$ cat config.mk
export PLATFORM = sky130hd
export DESIGN_NAME = lsu_ctrl_flat
export DESIGN_NICKNAME = d
export VERILOG_FILES = /design/src/rtl/lsu_ctrl_if.sv /design/src/rtl/lsu_ctrl.sv /design/src/flat_wrapper.sv
export SDC_FILE = /design/constraint.sdc
export NUM_CORES = 1
export LEC_CHECK = 0
export CAP_MARGIN = 30
export CORE_MARGIN = 2
export CORE_UTILIZATION = 55
export DETAILED_ROUTE_END_ITERATION = 10
export DONT_BUFFER_PORTS = 1
export HOLD_SLACK_MARGIN = 0.12
export PLACE_DENSITY_LB_ADDON = 0.08
export SLEW_MARGIN = 10
export SYNTH_ARGS = -nofsm -noshare
export SYNTH_HDL_FRONTEND = slang
export SYNTH_SLANG_ARGS = --single-unit
$ cat constraint.sdc
create_clock -name clk -period 1.7 [get_ports clk]
set_clock_uncertainty 0.05 [all_clocks]
set_input_delay 0.255 -clock clk [delete_from_list [all_inputs] [get_ports clk]]
set_output_delay 0.255 -clock clk [all_outputs]
set_load 0.03 [all_outputs]
$ cat src/rtl/lsu_ctrl_if.sv
// Bundle of request/response handshake and data-memory strobes for the load/store unit.
// master = execute stage plus memory model; slave = lsu_ctrl.
interface lsu_ctrl_if;
    logic        req_valid;
    logic        req_ready;
    logic        req_we;
    logic [1:0]  req_size;
    logic        req_signed;
    logic [31:0] req_addr;
    logic [31:0] req_wdata;

    logic        resp_valid;
    logic        resp_ready;
    logic [31:0] resp_rdata;
    logic        resp_err;

    logic [31:0] mem_adress;
    logic [31:0] mem_writedata;
    logic        mem_ewr;
    logic        mem_memread;
    logic [31:0] mem_read_data;

    modport master (
        output req_valid, req_we, req_size, req_signed, req_addr, req_wdata,
        output resp_ready, mem_read_data,
        input  req_ready, resp_valid, resp_rdata, resp_err,
        input  mem_adress, mem_writedata, mem_ewr, mem_memread
    );

    modport slave (
        input  req_valid, req_we, req_size, req_signed, req_addr, req_wdata,
        input  resp_ready, mem_read_data,
        output req_ready, resp_valid, resp_rdata, resp_err,
        output mem_adress, mem_writedata, mem_ewr, mem_memread
    );
endinterface

$ cat src/rtl/lsu_ctrl.sv
// Load/store unit: byte-addressed requests to word-indexed memory strobes, with
// read-modify-write for sub-word stores and sign/zero-extended loads.
module lsu_ctrl #(
    parameter int DEPTH = 128
) (
    input  logic      clk,
    input  logic      rst_n,
    lsu_ctrl_if.slave bus
);

    typedef enum logic [1:0] {IDLE, READ, WRITE, RESP} state_t;

    state_t      state, state_nxt;
    logic        we_q;
    logic [1:0]  size_q;
    logic        sgn_q;
    logic [31:0] addr_q;
    logic [31:0] wdata_q;
    logic [31:0] wword_q;
    logic [31:0] rdata_q;
    logic        err_q;
    logic        accept;
    logic        req_bad;

    function automatic logic [31:0] merge_store(input logic [31:0] word,
                                                input logic [31:0] wdata,
                                                input logic [1:0]  size,
                                                input logic [1:0]  lane);
        logic [31:0] r;
        r = word;
        case (size)
            2'b00: begin
                case (lane)
                    2'd0: r[7:0]   = wdata[7:0];
                    2'd1: r[15:8]  = wdata[7:0];
                    2'd2: r[23:16] = wdata[7:0];
                    default: r[31:24] = wdata[7:0];
                endcase
            end
            2'b01: begin
                if (lane[1]) r[31:16] = wdata[15:0];
                else         r[15:0]  = wdata[15:0];
            end
            default: r = wdata;
        endcase
        return r;
    endfunction

    function automatic logic [31:0] extract_load(input logic [31:0] word,
                                                 input logic [1:0]  size,
                                                 input logic [1:0]  lane,
                                                 input logic        sgn);
        logic [7:0]  b;
        logic [15:0] h;
        logic [31:0] r;
        b = 8'(word >> {lane, 3'b000});
        h = lane[1] ? word[31:16] : word[15:0];
        case (size)
            2'b00:   r = {{24{sgn & b[7]}}, b};
            2'b01:   r = {{16{sgn & h[15]}}, h};
            default: r = word;
        endcase
        return r;
    endfunction

    // Illegal size, misalignment or word index beyond the memory.
    always_comb begin
        req_bad = (bus.req_size == 2'b11)
               || (bus.req_size == 2'b01 && bus.req_addr[0])
               || (bus.req_size == 2'b10 && bus.req_addr[1:0] != 2'b00)
               || (bus.req_addr[31:2] >= 30'(DEPTH));
    end

    assign accept = bus.req_valid && (state == IDLE);

    always_ff @(posedge clk or negedge rst_n) begin
        if (!rst_n) state <= IDLE;
        else        state <= state_nxt;
    end

    always_comb begin
        state_nxt       = state;
        bus.req_ready   = 1'b0;
        bus.resp_valid  = 1'b0;
        bus.mem_memread = 1'b0;
        bus.mem_ewr     = 1'b0;
        case (state)
            IDLE: begin
                bus.req_ready = 1'b1;
                if (bus.req_valid) begin
                    if (req_bad)                                 state_nxt = RESP;
                    else if (!bus.req_we || bus.req_size != 2'b10) state_nxt = READ;
                    else                                          state_nxt = WRITE;
                end
            end
            READ: begin
                bus.mem_memread = 1'b1;
                state_nxt       = we_q ? WRITE : RESP;
            end
            WRITE: begin
                bus.mem_ewr = 1'b1;
                state_nxt   = RESP;
            end
            default: begin
                bus.resp_valid = 1'b1;
                if (bus.resp_ready) state_nxt = IDLE;
            end
        endcase
    end

    // Request latch on acceptance; READ captures either the merged store word or the load result.
    always_ff @(posedge clk or negedge rst_n) begin
        if (!rst_n) begin
            we_q    <= 1'b0;
            size_q  <= 2'b00;
            sgn_q   <= 1'b0;
            addr_q  <= '0;
            wdata_q <= '0;
            wword_q <= '0;
            rdata_q <= '0;
            err_q   <= 1'b0;
        end else if (accept) begin
            we_q    <= bus.req_we;
            size_q  <= bus.req_size;
            sgn_q   <= bus.req_signed;
            addr_q  <= bus.req_addr;
            wdata_q <= bus.req_wdata;
            wword_q <= bus.req_wdata;
            rdata_q <= '0;
            err_q   <= req_bad;
        end else if (state == READ) begin
            if (we_q) wword_q <= merge_store(bus.mem_read_data, wdata_q, size_q, addr_q[1:0]);
            else      rdata_q <= extract_load(bus.mem_read_data, size_q, addr_q[1:0], sgn_q);
        end
    end

    assign bus.mem_adress    = {2'b00, addr_q[31:2]};
    assign bus.mem_writedata = wword_q;
    assign bus.resp_rdata    = rdata_q;
    assign bus.resp_err      = err_q;

endmodule

$ cat src/flat_wrapper.sv
// flat-port wrapper written by rule: the top's interface ports become plain ports
module lsu_ctrl_flat 
#(
    parameter int DEPTH = 128
)
  (clk, rst_n, bus_req_valid, bus_req_we, bus_req_size, bus_req_signed, bus_req_addr, bus_req_wdata, bus_resp_ready, bus_mem_read_data, bus_req_ready, bus_resp_valid, bus_resp_rdata, bus_resp_err, bus_mem_adress, bus_mem_writedata, bus_mem_ewr, bus_mem_memread);
  lsu_ctrl_if bus_i ();
  input  logic clk;
  input  logic rst_n;
  input wire logic [$bits(bus_i.req_valid)-1:0] bus_req_valid;
  input wire logic [$bits(bus_i.req_we)-1:0] bus_req_we;
  input wire logic [$bits(bus_i.req_size)-1:0] bus_req_size;
  input wire logic [$bits(bus_i.req_signed)-1:0] bus_req_signed;
  input wire logic [$bits(bus_i.req_addr)-1:0] bus_req_addr;
  input wire logic [$bits(bus_i.req_wdata)-1:0] bus_req_wdata;
  input wire logic [$bits(bus_i.resp_ready)-1:0] bus_resp_ready;
  input wire logic [$bits(bus_i.mem_read_data)-1:0] bus_mem_read_data;
  output wire logic [$bits(bus_i.req_ready)-1:0] bus_req_ready;
  output wire logic [$bits(bus_i.resp_valid)-1:0] bus_resp_valid;
  output wire logic [$bits(bus_i.resp_rdata)-1:0] bus_resp_rdata;
  output wire logic [$bits(bus_i.resp_err)-1:0] bus_resp_err;
  output wire logic [$bits(bus_i.mem_adress)-1:0] bus_mem_adress;
  output wire logic [$bits(bus_i.mem_writedata)-1:0] bus_mem_writedata;
  output wire logic [$bits(bus_i.mem_ewr)-1:0] bus_mem_ewr;
  output wire logic [$bits(bus_i.mem_memread)-1:0] bus_mem_memread;
  assign bus_i.req_valid = bus_req_valid;
  assign bus_i.req_we = bus_req_we;
  assign bus_i.req_size = bus_req_size;
  assign bus_i.req_signed = bus_req_signed;
  assign bus_i.req_addr = bus_req_addr;
  assign bus_i.req_wdata = bus_req_wdata;
  assign bus_i.resp_ready = bus_resp_ready;
  assign bus_i.mem_read_data = bus_mem_read_data;
  assign bus_req_ready = bus_i.req_ready;
  assign bus_resp_valid = bus_i.resp_valid;
  assign bus_resp_rdata = bus_i.resp_rdata;
  assign bus_resp_err = bus_i.resp_err;
  assign bus_mem_adress = bus_i.mem_adress;
  assign bus_mem_writedata = bus_i.mem_writedata;
  assign bus_mem_ewr = bus_i.mem_ewr;
  assign bus_mem_memread = bus_i.mem_memread;
  lsu_ctrl #(.DEPTH(DEPTH)) u_core (.clk(clk), .rst_n(rst_n), .bus(bus_i));
endmodule
==> results_dict.tcl, run 1 <==
set metrics [dict create \
    clk_pin_slew_worst_paths_ps 60 \
    drc 0 \
    synthFlopType "dfrtp_1" \
    instances_no_fill 1024 \
    overflow 0 \
    cts_buffers 17 \
    slowest_delay_ps 530 \
    power.clock.fraction_pct 16.9 \
    avgSynthCellArea_sq_um 9.02 \
    fin_hold_ws_ps -526 \
    via_per_inst 6.35 \
    path_max_fanout 8 \
    worstHoldPathType "in -> async" \
    clock_path_buffers 2 \
    die_area_sq_um 13300 \
    fillers 749 \
    cts_htree_levels 4 \
    clock.fmax_ghz 0.523 \
    drv_cap 0 \
    placed_cell_area_sq_um 6970 \
    power_frac_seq_pct 40.9 \
    crit_arrival_ps 2170 \
    combPwrFrac_pct 42.1 \
    switchingPower_w 0.00931 \
    syn2layout_area_growth_pct 39.2 \
    ff2ff_setup_slack_ps -210 \
    min_period_over_period_pct 113 \
    tns_ps -3680 \
    cts_tree "built" \
    crit_chain "mux4_2, and2_4, o2111a_2, a221o_1" \
    final_hold_viol_count 135 \
    grt_pass1_wl_mm 35.3 \
    worstReg2RegStart "u_core.addr_q[1]$_DFFE_PN0P_" \
    setup_viol 42 \
    yosysUniqueCellTypes 42 \
    clockRootBuffer "clkbuf_16" \
    synth_cells 753 \
    yosysSeqAreaShare_pct 49.7 \
    die_w_um 115 \
    synth_seq_cells 135 \
    p_sw_share_pct 46.8 \
    core_area_sq_um 12000 \
    rsz0062_at_grt "true" \
    clock_sinks 135 \
    antenna_found_initial 0 \
    crit_path_start_kind "register" \
    cp_slowest_cell "mux4_2" \
    drt_iter0_markers 683 \
    final_common_cell "nand2_1" \
    grt_max_degree 136 \
    io_pins 205 \
    drtPass1Iterations 5 \
    initial_utilization_pct 56.5 \
    final_layout_size_suffix_gt1_share_pct 22.6 \
    synth_enable_flop_cells 0 \
    die_h_um 115 \
    antenna_left 0 \
    r2r_end "u_core.bus.resp_rdata[28]$_DFFE_PN0P_" \
    crit_required_ps 1960 \
    layout_common_cells "nand2_1, dfrtp_1, dlygate4sd3_1" \
    static-leakage-power_nw 4.39 \
    rows 40 \
    outcome "finished with violations" \
    hold_buffers 100 \
    yosys_warnings 0 \
    fin_crit_ps 1910 \
    portBuffers 0 \
    place_congestion 0.916 \
    wl_per_cell_um 23.2 \
    syn_area_sq_um 6790 \
    insertion_delay_ps 430 \
    end_kind "register" \
    via_count 6502 \
    gr-usage-all-layers_pct 35.5 \
    crit_type "reg -> reg" \
    p_int_w 0.0106 \
    vdd_ir_drop_max_mv 1.25 \
    dp.cells 867 \
    dp_hpwl_mm 13.8 \
    worstSetupStartpoint "u_core.addr_q[1]$_DFFE_PN0P_" \
    async_flop_share_pct 100 \
    violations "hold timing, setup timing" \
    worst_slack_ps -214 \
    crit_family "compound AO/OA/AOI/OAI gates" \
    slew_viol_final 0 \
    fin_area_sq_um 9450 \
    power_density_nw_per_um2 2110 \
    reg2reg_depth 4 \
    grt_pass1_vias 6414 \
    routed_wl_mm 23.8 \
    crit_buf_inv 0 \
    final_core_util_pct 78.7 \
    nNetsFinal 971 \
]
synth_stat cells, drive strengths merged, types with 5 or more instances:
library cell    n  area share [%]
clkbuf         42             2.3
nor2           33             1.8
o21ai          42             3.2
a22o           14             1.8
o211ai         17             1.9
nor2b           5            0.46
o221ai         19             2.5
mux2i          35             5.2
and3           12             1.1
nand2         238              13
a21oi          26             1.9
nor4            5            0.46
inv            12            0.66
a221oi          9             1.2
a221o          19             2.8
o22ai          12             1.1
dfrtp         135              50
buf            38             4.1
cell type report:
type	instances	area, sq um	area share (%)
diodes	2	5.00	0.0529
clock inverters	7	46.3	0.490
multi-input cells	529	3480	36.8
well taps	147	184	1.95
repair inverters	1	5.00	0.0529
repair buffers	167	1820	19.2
inverters	12	48.8	0.516
clock buffers	24	492	5.20
flip-flops and latches	135	3380	35.7
cells by family after synthesis:
family / synth area share, %
buffers and inverters: 7.04
other: 0.0552
flip-flops: 49.7
AO/OA/AOI/OAI: 18.2
AND/OR/NAND/NOR: 18.8
adder cells (fa/ha/maj): 0.737
multiplexers: 5.49
worst max path at each step:
stage / endpoint / slack [ps] / cells after the start
floorplan: u_core.bus.resp_rdata[21]$_DFFE_PN0P_ / -130 / 5
global placement: u_core.bus.resp_rdata[14]$_DFFE_PN0P_ / -340 / 7
detailed placement: u_core.bus.resp_rdata[14]$_DFFE_PN0P_ / -440 / 7
CTS: u_core.bus.resp_rdata[16]$_DFFE_PN0P_ / -170 / 4
global route: u_core.bus.resp_rdata[28]$_DFFE_PN0P_ / -240 / 4
finish: u_core.bus.resp_rdata[28]$_DFFE_PN0P_ / -210 / 4
stage by stage:
step | hold WS (ps) | worst slack, ps | total power (W)
2_1_floorplan | -90.6 | -133 | 0.0126
3_3_place_gp | -87.2 | -344 | 0.0138
3_5_place_dp | -86.9 | -445 | 0.0141
4_1_cts | -540 | -173 | 0.0188
5_1_grt | -540 | -245 | 0.0209
6_report | -526 | -214 | 0.0199
power groups by stage:
stage | Sequential, W | Clock (W) | Combinational (W)
2_1_floorplan | 0.00689 | 0 | 0.00569
3_3_place_gp | 0.00796 | 0 | 0.00588
3_5_place_dp | 0.00798 | 0 | 0.00610
4_1_cts | 0.00800 | 0.00338 | 0.00739
5_1_grt | 0.00830 | 0.00353 | 0.00903
6_report | 0.00815 | 0.00337 | 0.00839
state kept, by name (all words and copies together) (netlist names):
register                  count
u_core.addr_q                32
u_core.bus.mem_writedata     32
u_core.bus.resp_rdata        32
u_core.wdata_q               32
u_core.size_q                 2
u_core.state                  2
u_core.bus.resp_err           1
u_core.sgn_q                  1
u_core.we_q                   1
what timing repair did:
| action | in CTS | in global routing |
|---|---|---|
| gates resized for setup | 83 | 80 |
| gates cloned | 8 | 2 |
| setup endpoints to repair | 135 | 104 |
| pin swaps | 15 | 30 |
| hold endpoints to repair | 270 | 135 |
| setup buffers | 7 | 10 |
routing by layer:
layer  global-route usage [%]  wire, um  up-vias
met5                        0         0        -
met4                     17.8      1050        0
met3                     10.3      2170       80
met2                     56.0     11400      406
met1                     44.8      9080     3173
li1                         -         -     2843
No activity file was read; power rests on OpenSTA's default activity.
==> run 2: changes to the inputs <==
- MAX_ROUTING_LAYER: default -> met4
- clock period: 1.7 -> 1.8 ns (I/O delays scaled with it)
==> results_dict.tcl, run 2 (synthesis gave the netlist of run 1 again) <==
set metrics [dict create \
    drt_iter0_markers 578 \
    cts_tree "built" \
    io_pins 205 \
    portBuffers 0 \
    vdd_ir_drop_max_mv 1.25 \
    drtPass1Iterations 5 \
    final_layout_size_suffix_gt1_share_pct 14.0 \
    reg2reg_depth 5 \
    hold_buffers 99 \
    insertion_delay_ps 420 \
    layout_common_cells "nand2_1, dfrtp_1, dlygate4sd3_1" \
    place_congestion 0.934 \
    grt_pass1_vias 6163 \
    drv_cap 0 \
    crit_type "reg -> reg" \
    clockRootBuffer "clkbuf_16" \
    clk_pin_slew_worst_paths_ps 60 \
    rows 40 \
    crit_path_start_kind "register" \
    fin_area_sq_um 8930 \
    worstHoldPathType "in -> async" \
    wl_per_cell_um 21.4 \
    grt_pass1_wl_mm 33.0 \
    placed_cell_area_sq_um 6950 \
    final_hold_viol_count 135 \
    die_w_um 115 \
    overflow 0 \
    nNetsFinal 951 \
    via_per_inst 6.22 \
    min_period_over_period_pct 106 \
    core_area_sq_um 12000 \
    antenna_found_initial 0 \
    via_count 6235 \
    die_area_sq_um 13300 \
    fin_crit_ps 1910 \
    clock_sinks 135 \
    drc 0 \
    antenna_left 0 \
    worst_slack_ps -114 \
    crit_arrival_ps 2160 \
    tns_ps -1590 \
    violations "hold timing, setup timing" \
    end_kind "register" \
    routed_wl_mm 21.4 \
    cts_htree_levels 4 \
    clock.fmax_ghz 0.523 \
    fin_hold_ws_ps -501 \
    setup_viol 16 \
    cts_buffers 17 \
    clock_path_buffers 2 \
    diodes 0 \
    fillers 845 \
    static-leakage-power_nw 4.25 \
    outcome "finished with violations" \
    gr-usage-all-layers_pct 33.7 \
    grt_max_degree 136 \
    path_max_fanout 16 \
    syn2layout_area_growth_pct 31.5 \
    dp_hpwl_mm 14.0 \
    die_h_um 115 \
    rsz0062_at_grt "true" \
    slew_viol_final 0 \
    power.total_w 0.0179 \
    initial_utilization_pct 56.5 \
    crit_required_ps 2040 \
    final_common_cell "nand2_1" \
    power_density_nw_per_um2 2010 \
]
[run 2: cell types whose count changed in the layout (fill, tap and decap cells not counted), sizes merged, moves of 2 or more]
cell | previous run | this run
buf | 64 | 50
bufbuf | 2 | 0
bufinv | 0 | 3
clkinvlp | 5 | 1
diode | 2 | 0
[run 2: worst paths after layout]
kind	start	to	slack (ps)
min in group clk	bus_mem_read_data[14]	u_core.bus.resp_rdata[14]$_DFFE_PN0P_	100
worst max register to register	u_core.addr_q[1]$_DFFE_PN0P_	u_core.bus.resp_rdata[29]$_DFFE_PN0P_	-110
max in group asynchronous	rst_n	u_core.bus.mem_writedata[30]$_DFFE_PN0P_	2040
worst max-delay path	u_core.addr_q[1]$_DFFE_PN0P_	u_core.bus.resp_rdata[29]$_DFFE_PN0P_	-110
worst min register to register	u_core.wdata_q[20]$_DFFE_PN0P_	u_core.wdata_q[20]$_DFFE_PN0P_	420
worst min-delay path	rst_n	u_core.bus.mem_writedata[1]$_DFFE_PN0P_	-500
[run 2: power by group]
| part | internal [W] | switching [W] | total, W | leakage (nW) |
|---|---|---|---|---|
| Clock | 0.00235 | 0.00127 | 0.00362 | 0.302 |
| Sequential | 0.00443 | 0.00312 | 0.00755 | 1.69 |
| Combinational | 0.00296 | 0.00379 | 0.00675 | 2.26 |
[run 2: timing repair]
action	in CTS	in global routing
gates cloned	0	1
endpoints found under the hold margin	267	135
pin swaps	3	10
resized for setup	30	40
setup buffers	2	1
setup endpoints to repair	84	91
[run 2: per-stage QoR]
step / hold slack (ps) / cells / setup slack (ps) / util (%)
CTS: -514 / 1000 / -89.6 / 72.5
floorplan: -75.6 / 754 / -33.2 / -
global placement: -72.4 / 868 / -262 / 57.8
detailed placement: -72.1 / 868 / -370 / 57.8
finish: -501 / 1002 / -114 / 74.3
global route: -518 / 1002 / -150 / 74.3
[run 2: metal layers]
| layer | vias to the layer above | track usage [%] | wire (um) |
|---|---|---|---|
| li1 | 2789 | - | - |
| met1 | 3077 | 43.1 | 8540 |
| met2 | 319 | 51.3 | 10200 |
| met3 | 50 | 8.59 | 1940 |
| met4 | 0 | 14.3 | 727 |
| met5 | - | - | 0 |
[run 2: worst max-delay path, cell delays in order (launching register included)]
cell and delay [ps]:
dfrtp_1 380, mux4_2 520, and2_1 150, o2111a_2 260
buf_12 150, a221o_1 270
[run 2: cell type report]
class,instances,area [sq um],area share [%]
clock buffer,24,502,5.62
clock inverter,7,116,1.30
inverter,12,45.0,0.504
multi-input combinational,528,3220,36.0
sequential,135,3380,37.8
tap,147,184,2.06
timing repair buffer,149,1490,16.6
